[src/rtl/mips_trace_pkg.sv]
// Shared trace-entry layout and kind encodings for the MIPS commit-trace buffer.
package mips_trace_pkg;

    localparam int TRACE_W    = 64;
    localparam int KIND_LSB   = 62;
    localparam int KIND_W     = 2;
    localparam int STAMP_LSB  = 48;
    localparam int STAMP_W    = 14;
    localparam int TAG_LSB    = 32;
    localparam int TAG_W      = 16;
    localparam int VALUE_LSB  = 0;
    localparam int VALUE_W    = 32;
    localparam int DROP_CNT_W = 16;

    typedef enum logic [KIND_W-1:0] {
        TRACE_KIND_NONE = 2'b00,
        TRACE_KIND_REG  = 2'b01,
        TRACE_KIND_MEM  = 2'b10,
        TRACE_KIND_DROP = 2'b11
    } trace_kind_e;

    typedef struct packed {
        trace_kind_e          kind;
        logic [STAMP_W-1:0]   stamp;
        logic [TAG_W-1:0]     tag;
        logic [VALUE_W-1:0]   value;
    } trace_entry_t;

endpackage

[src/rtl/mips_trace_buffer_if.sv]
// Event inputs and drain stream of the trace buffer; slave = buffer side, master = core/host side.
interface mips_trace_buffer_if #(parameter int DEPTH = 16);
    import mips_trace_pkg::*;

    localparam int LVL_W = $clog2(DEPTH) + 1;

    logic               trace_en;
    logic               reg_write;
    logic [4:0]         write_reg;
    logic [31:0]        write_data;
    logic               mem_write;
    logic [31:0]        mem_addr;
    logic [31:0]        mem_wdata;
    logic               out_valid;
    logic               out_ready;
    logic [TRACE_W-1:0] out_data;
    logic [LVL_W-1:0]   fifo_level;
    logic               overflow_seen;

    modport master (
        output trace_en, reg_write, write_reg, write_data,
        output mem_write, mem_addr, mem_wdata, out_ready,
        input  out_valid, out_data, fifo_level, overflow_seen
    );

    modport slave (
        input  trace_en, reg_write, write_reg, write_data,
        input  mem_write, mem_addr, mem_wdata, out_ready,
        output out_valid, out_data, fifo_level, overflow_seen
    );

endinterface

[src/rtl/mips_trace_buffer_fifo.sv]
// First-word-fall-through synchronous FIFO; head reads as zero while empty.
module trace_fifo
    import mips_trace_pkg::*;
#(
    parameter int DEPTH = 16,
    parameter int W     = TRACE_W,
    localparam int AW   = $clog2(DEPTH),
    localparam int LW   = AW + 1
) (
    input  logic         clk,
    input  logic         rst,
    input  logic         i_push,
    input  logic         i_pop,
    input  logic [W-1:0] i_wdata,
    output logic [W-1:0] o_rdata,
    output logic         o_valid,
    output logic         o_full,
    output logic [LW-1:0] o_level
);

    logic [W-1:0]  r_mem [DEPTH];
    logic [AW-1:0] r_wr_ptr;
    logic [AW-1:0] r_rd_ptr;
    logic [LW-1:0] r_level;
    logic          w_pop;
    logic          w_push;

    assign o_valid = (r_level != '0);
    assign o_full  = (r_level == LW'(DEPTH));
    assign o_level = r_level;
    assign o_rdata = o_valid ? r_mem[r_rd_ptr] : '0;
    assign w_pop   = i_pop & o_valid;
    assign w_push  = i_push & (~o_full | w_pop);

    always_ff @(posedge clk) begin
        if (rst) begin
            r_wr_ptr <= '0;
            r_rd_ptr <= '0;
            r_level  <= '0;
        end else begin
            if (w_push) r_wr_ptr <= r_wr_ptr + 1'b1;
            if (w_pop)  r_rd_ptr <= r_rd_ptr + 1'b1;
            r_level <= r_level + LW'(w_push) - LW'(w_pop);
        end
    end

    // Storage carries no reset: the head is masked to zero while empty.
    always_ff @(posedge clk) begin
        if (w_push) r_mem[r_wr_ptr] <= i_wdata;
    end

endmodule

[src/rtl/mips_trace_buffer.sv]
// Commit-trace capture: decodes core writebacks/stores into stamped entries with overflow markers.
// Define TRACE_MEM_ENABLE_EN to also capture data-memory stores.
module mips_trace_buffer
    import mips_trace_pkg::*;
#(
    parameter int DEPTH = 16
) (
    input  logic               clk,
    input  logic               rst,
    mips_trace_buffer_if.slave bus
);

    localparam int LVL_W = $clog2(DEPTH) + 1;

    function automatic logic [DROP_CNT_W-1:0] sat_add(input logic [DROP_CNT_W-1:0] a,
                                                      input logic [1:0] b);
        logic [DROP_CNT_W:0] s;
        s = {1'b0, a} + {{(DROP_CNT_W-1){1'b0}}, b};
        return s[DROP_CNT_W] ? {DROP_CNT_W{1'b1}} : s[DROP_CNT_W-1:0];
    endfunction

    logic [STAMP_W-1:0]    r_cycle;
    logic [DROP_CNT_W-1:0] r_drop_cnt;
    logic                  r_marker_pending;
    logic                  r_overflow_seen;

    logic                  w_reg_evt;
    logic                  w_mem_evt;
    logic [1:0]            w_evt_n;
    logic                  w_valid;
    logic                  w_full;
    logic                  w_pop;
    logic                  w_free;
    logic                  w_push;
    logic                  w_drop;
    logic                  w_marker_nxt;
    logic [DROP_CNT_W-1:0] w_drop_cnt_nxt;
    trace_entry_t          w_entry;
    logic                  w_unused_mem;

    assign w_reg_evt = bus.trace_en & bus.reg_write & (bus.write_reg != 5'd0);
`ifdef TRACE_MEM_ENABLE_EN
    assign w_mem_evt    = bus.trace_en & bus.mem_write;
    assign w_unused_mem = ^bus.mem_addr[31:16];
`else
    assign w_mem_evt    = 1'b0;
    assign w_unused_mem = ^{bus.mem_write, bus.mem_addr, bus.mem_wdata};
`endif
    assign w_evt_n = {1'b0, w_reg_evt} + {1'b0, w_mem_evt};
    assign w_pop   = w_valid & bus.out_ready;
    assign w_free  = ~w_full | w_pop;

    // Once anything is lost, every event is counted until the marker gets a slot.
    always_comb begin
        w_push         = 1'b0;
        w_drop         = 1'b0;
        w_marker_nxt   = r_marker_pending;
        w_drop_cnt_nxt = r_drop_cnt;
        w_entry        = '0;
        w_entry.stamp  = r_cycle;
        if (r_marker_pending) begin
            if (w_free) begin
                w_push         = 1'b1;
                w_entry.kind   = TRACE_KIND_DROP;
                w_entry.value  = {{(VALUE_W-DROP_CNT_W){1'b0}}, sat_add(r_drop_cnt, w_evt_n)};
                w_drop_cnt_nxt = '0;
                w_marker_nxt   = 1'b0;
            end else begin
                w_drop_cnt_nxt = sat_add(r_drop_cnt, w_evt_n);
            end
        end else if (w_reg_evt) begin
            if (w_free) begin
                w_push        = 1'b1;
                w_entry.kind  = TRACE_KIND_REG;
                w_entry.tag   = {11'b0, bus.write_reg};
                w_entry.value = bus.write_data;
                w_drop        = w_mem_evt;
            end else begin
                w_drop = 1'b1;
            end
            if (w_drop) w_drop_cnt_nxt = sat_add(r_drop_cnt, w_free ? 2'd1 : w_evt_n);
        end else if (w_mem_evt) begin
            if (w_free) begin
                w_push        = 1'b1;
                w_entry.kind  = TRACE_KIND_MEM;
                w_entry.tag   = bus.mem_addr[15:0];
                w_entry.value = bus.mem_wdata;
            end else begin
                w_drop         = 1'b1;
                w_drop_cnt_nxt = sat_add(r_drop_cnt, 2'd1);
            end
        end
        if (w_drop) w_marker_nxt = 1'b1;
    end

    always_ff @(posedge clk) begin
        if (rst) begin
            r_cycle          <= '0;
            r_drop_cnt       <= '0;
            r_marker_pending <= 1'b0;
            r_overflow_seen  <= 1'b0;
        end else begin
            r_cycle          <= r_cycle + 1'b1;
            r_drop_cnt       <= w_drop_cnt_nxt;
            r_marker_pending <= w_marker_nxt;
            if (w_drop) r_overflow_seen <= 1'b1;
        end
    end

    trace_fifo #(.DEPTH(DEPTH), .W(TRACE_W)) u_fifo (
        .clk     (clk),
        .rst     (rst),
        .i_push  (w_push),
        .i_pop   (w_pop),
        .i_wdata (w_entry),
        .o_rdata (bus.out_data),
        .o_valid (w_valid),
        .o_full  (w_full),
        .o_level (bus.fifo_level)
    );

    assign bus.out_valid     = w_valid;
    assign bus.overflow_seen = r_overflow_seen;

endmodule

[src/flat_wrapper.sv]
// flat-port wrapper written by rule: the top's interface ports become plain ports
module mips_trace_buffer_flat import mips_trace_pkg::*;
#(
    parameter int DEPTH = 16
)
  (clk, rst, bus_trace_en, bus_reg_write, bus_write_reg, bus_write_data, bus_mem_write, bus_mem_addr, bus_mem_wdata, bus_out_ready, bus_out_valid, bus_out_data, bus_fifo_level, bus_overflow_seen);
  mips_trace_buffer_if #(.DEPTH(DEPTH)) bus_i ();
  input  logic clk;
  input  logic rst;
  input wire logic [$bits(bus_i.trace_en)-1:0] bus_trace_en;
  input wire logic [$bits(bus_i.reg_write)-1:0] bus_reg_write;
  input wire logic [$bits(bus_i.write_reg)-1:0] bus_write_reg;
  input wire logic [$bits(bus_i.write_data)-1:0] bus_write_data;
  input wire logic [$bits(bus_i.mem_write)-1:0] bus_mem_write;
  input wire logic [$bits(bus_i.mem_addr)-1:0] bus_mem_addr;
  input wire logic [$bits(bus_i.mem_wdata)-1:0] bus_mem_wdata;
  input wire logic [$bits(bus_i.out_ready)-1:0] bus_out_ready;
  output wire logic [$bits(bus_i.out_valid)-1:0] bus_out_valid;
  output wire logic [$bits(bus_i.out_data)-1:0] bus_out_data;
  output wire logic [$bits(bus_i.fifo_level)-1:0] bus_fifo_level;
  output wire logic [$bits(bus_i.overflow_seen)-1:0] bus_overflow_seen;
  assign bus_i.trace_en = bus_trace_en;
  assign bus_i.reg_write = bus_reg_write;
  assign bus_i.write_reg = bus_write_reg;
  assign bus_i.write_data = bus_write_data;
  assign bus_i.mem_write = bus_mem_write;
  assign bus_i.mem_addr = bus_mem_addr;
  assign bus_i.mem_wdata = bus_mem_wdata;
  assign bus_i.out_ready = bus_out_ready;
  assign bus_out_valid = bus_i.out_valid;
  assign bus_out_data = bus_i.out_data;
  assign bus_fifo_level = bus_i.fifo_level;
  assign bus_overflow_seen = bus_i.overflow_seen;
  mips_trace_buffer #(.DEPTH(DEPTH)) u_core (.clk(clk), .rst(rst), .bus(bus_i));
endmodule
[config.mk]
export PLATFORM = sky130hd
export DESIGN_NAME = mips_trace_buffer_flat
export DESIGN_NICKNAME = d
export VERILOG_FILES = /design/src/rtl/mips_trace_pkg.sv /design/src/rtl/mips_trace_buffer_if.sv /design/src/rtl/mips_trace_buffer_fifo.sv /design/src/rtl/mips_trace_buffer.sv /design/src/flat_wrapper.sv
export SDC_FILE = /design/constraint.sdc
export NUM_CORES = 1
export LEC_CHECK = 0
export CORE_MARGIN = 2
export CORE_UTILIZATION = 50
export CTS_CLUSTER_SIZE = 30
export DETAILED_ROUTE_END_ITERATION = 16
export PLACE_DENSITY = 0.81
export SLEW_MARGIN = 10
export SYNTH_ARGS = -nofsm -noshare
export SYNTH_HDL_FRONTEND = slang
export SYNTH_SLANG_ARGS = --single-unit
[constraint.sdc]
create_clock -name clk -period 6.87 [get_ports clk]
set_input_delay 1.374 -clock clk [delete_from_list [all_inputs] [get_ports clk]]
set_output_delay 1.374 -clock clk [all_outputs]
set_load 0.01 [all_outputs]
==> run metrics <==
status complete, no violations; worst hold endpoint u_core.bus.overflow_seen; Antenna Diode Count 0; worst-path fanout max 56; Max Freq between 150 and 200 MHz; Reg area about 26000 sq um; setup bufs post-CTS 0; CP cell instances buf_12 > mux4_1 > mux4_2 > and2_1 > clkdlybuf4s50_1; grt ovf 0; Syn Area/Cell around 21 sq um; Initial Utilization about 51%; flop2flop setup slack approximately 3100 ps; Syn Inst Count between 1500 and 2000; Clock Root Buffer clkbuf_16; vias in the first global route ~19000; 1st-iter DRT viols roughly 2300; CP Class register to output pin; largest net degree at the start of global routing slightly below 80; H-Tree Depth 3; Unique masters post-synth 64; DIE HEIGHT roughly 270 microns; leakage about 13 nW; Post-CTS Hold Fix Bufs 0; worst min path class register to register; GPL Wtd Cong just over 0.9; clk slew on worst S/H paths 60 ps; worst reg2reg path startpoint u_core.u_fifo.o_level[2]; worst hold start u_core.bus.overflow_seen; Multi-input gate area slightly below 9000 sq um; port buffer count between 100 and 150; worst skew pair latency about 630 ps; total CTS buffers between 80 and 90; ys flop type edfxtp_1; area delta synth->final 13.5%; Final Hold Fails 0; placement row count 97; max cap viols 0; Worst Tran Pin Value ~1200 ps; cell area after synthesis between 30000 and 40000 sq um; DR pass1 iterations 6; Slowest-stage cell, CP dfxtp_4; Die ar. about 74000 sq um; Avg Vias per Cell roughly 6.4; fin nets 1935; Clock Tree Buf Depth 3; Filler Cell Count a little under 5000; EDFF count, synth between 800 and 900; PwrDens approximately 340 nW/um^2; setup TNS 0 ps; Period Utilization, post-route 77.4%; share of layout cells above drive strength 1 between 20% and 30%; # DRC 0; antenna violations before repair 0; post-route minimum period 5310 ps; critical path launch point type register; warnings from Yosys 0; Worst slew margin slightly below 20%; CP top delay family multiplexers; WP buf/inv 2; CP Data Required Time around 5500 ps; io pins 178; ys async rst share 0%; Final Power 0.0136 W; Worst VDD drop 0.217 mV; CP max stage delay around 860 ps; Sink Count around 900; first-pass GRT wire length 126 mm; core footprint between 70000 and 80000 sq um; Tot GR Track Use a little under a quarter; final WL between 80 and 90 mm; sequential fraction of the synthesis area between 70 and 80%; register bit count reported by yosys 897; DP HPWL between 40 and 50 mm; CP Data Arrival Time 3940 ps; Die X approximately 270 microns; CTS tree yes; post-cts sizing count 0; Fin Clk Skew around 23 ps; FF-to-FF path depth 12; RSZ-0062 raised after global routing false; Worst Hold Depth 2; max-slew violation count 0; Avg WL per Cell 30.4 microns; DR vias approximately 18000; Critical R2R Capture u_core.r_drop_cnt[5]; Final Setup Violations 0; Crit. End Element output pin; number of antenna-violating nets in the routed design 0
## tightest hold or removal path, cell delays in order (launching register included)
cell and delay, ps:
dfxtp_1 340, a21oi_1 40, nor2_1 90
## final cells by class
cell class	instances	share of cell area [%]
multi-input combinational	673	21.6
clock buffer	112	5.76
clock inverter	42	0.924
tap	940	2.91
sequential	897	65.4
inverter	15	0.139
timing repair buffer	139	3.34
## cell families after synthesis
family          count (synthesis)  share of synthesized area, %
compound gates                 89                          1.69
xor+xnor                       30                         0.737
fa+ha+maj                      17                         0.617
buf+inv                       117                          1.90
flops                         897                          74.1
mux                           269                          17.0
other cells                     1                        0.0105
simple gates                  257                          3.88
## how the worst max path moves through the flow
stage | startpoint | to | slack (ps) | depth (start not counted)
after floorplan | bus_out_ready | u_core.u_fifo.r_mem[3][0] | 900 | 3
after global placement | bus_write_reg[1] | u_core.u_fifo.r_mem[0][15] | 1850 | 11
after detailed placement | bus_write_reg[1] | u_core.u_fifo.r_mem[0][13] | 1740 | 12
after CTS | register | bus_out_data[4] | 1450 | 5
after global routing | register | bus_out_data[4] | 1350 | 5
final | register | bus_out_data[4] | 1560 | 5
## layout by cell type, fill, tap and decap left out, types with 15 or more instances in the layout
cell,n
a21oi_1,27
and2_1,74
buf_4,33
clkbuf_1,21
clkbuf_16,89
clkdlybuf4s50_1,100
clkinv_2,15
dfxtp_1,45
edfxtp_1,848
ha_1,16
mux4_1,18
mux4_2,247
nand2_1,38
nand3_1,16
nor2_1,45
xnor2_1,15
xor2_1,15
## metal layers
metal	vias up	global-route usage (%)	part of all wire [%]
met5	-	0	0
met4	0	7.52	2.5
met3	178	4.17	10
met2	1257	38.7	50
met1	9435	32.2	37
li1	7213	-	-
## per-stage QoR
step	instances	worst slack, ps	hold WS, ps	instance area (sq um)	utilization, %
detailed placement	2664	1740	463	37800	53.7
CTS	2818	1450	495	40500	57.5
floorplan	1687	897	482	35700	-
global route	2818	1350	528	40500	57.5
global placement	2664	1850	460	37800	53.7
finish	2818	1560	511	40500	57.5
## cells in the mapped netlist, types with 15 or more instances
| cell type | count | area share (%) |
|---|---|---|
| nor3_1 | 17 | 0.24 |
| ha_1 | 16 | 0.56 |
| dfxtp_1 | 49 | 2.7 |
| xnor2_1 | 15 | 0.37 |
| and2_1 | 74 | 1.3 |
| buf_6 | 17 | 0.54 |
| mux4_2 | 247 | 16 |
| mux4_1 | 18 | 1.3 |
| nor2_1 | 57 | 0.60 |
| nand3_1 | 16 | 0.22 |
| a21oi_1 | 27 | 0.38 |
| xor2_1 | 15 | 0.37 |
| nand2_1 | 39 | 0.41 |
| clkbuf_1 | 37 | 0.39 |
| edfxtp_1 | 848 | 71 |
| buf_1 | 19 | 0.20 |
## sequential cells by signal, summed over array words and instances, names as in the netlist, named ones only
name and cells:
u_core.u_fifo.r_mem 848, u_core.r_drop_cnt 16, u_core.r_cycle 14, u_core.u_fifo.o_level 5, u_core.u_fifo.r_rd_ptr 4, u_core.u_fifo.r_wr_ptr 4
u_core.bus.overflow_seen 1, u_core.r_marker_pending 1
## report_power, final
part           switching, W  internal, W  total (W)
Combinational       0.00127      0.00155    0.00282
Sequential         0.000144      0.00605    0.00620
Clock               0.00199      0.00262    0.00461
Total               0.00340       0.0102     0.0136
Power figures use the tool's default switching activity.
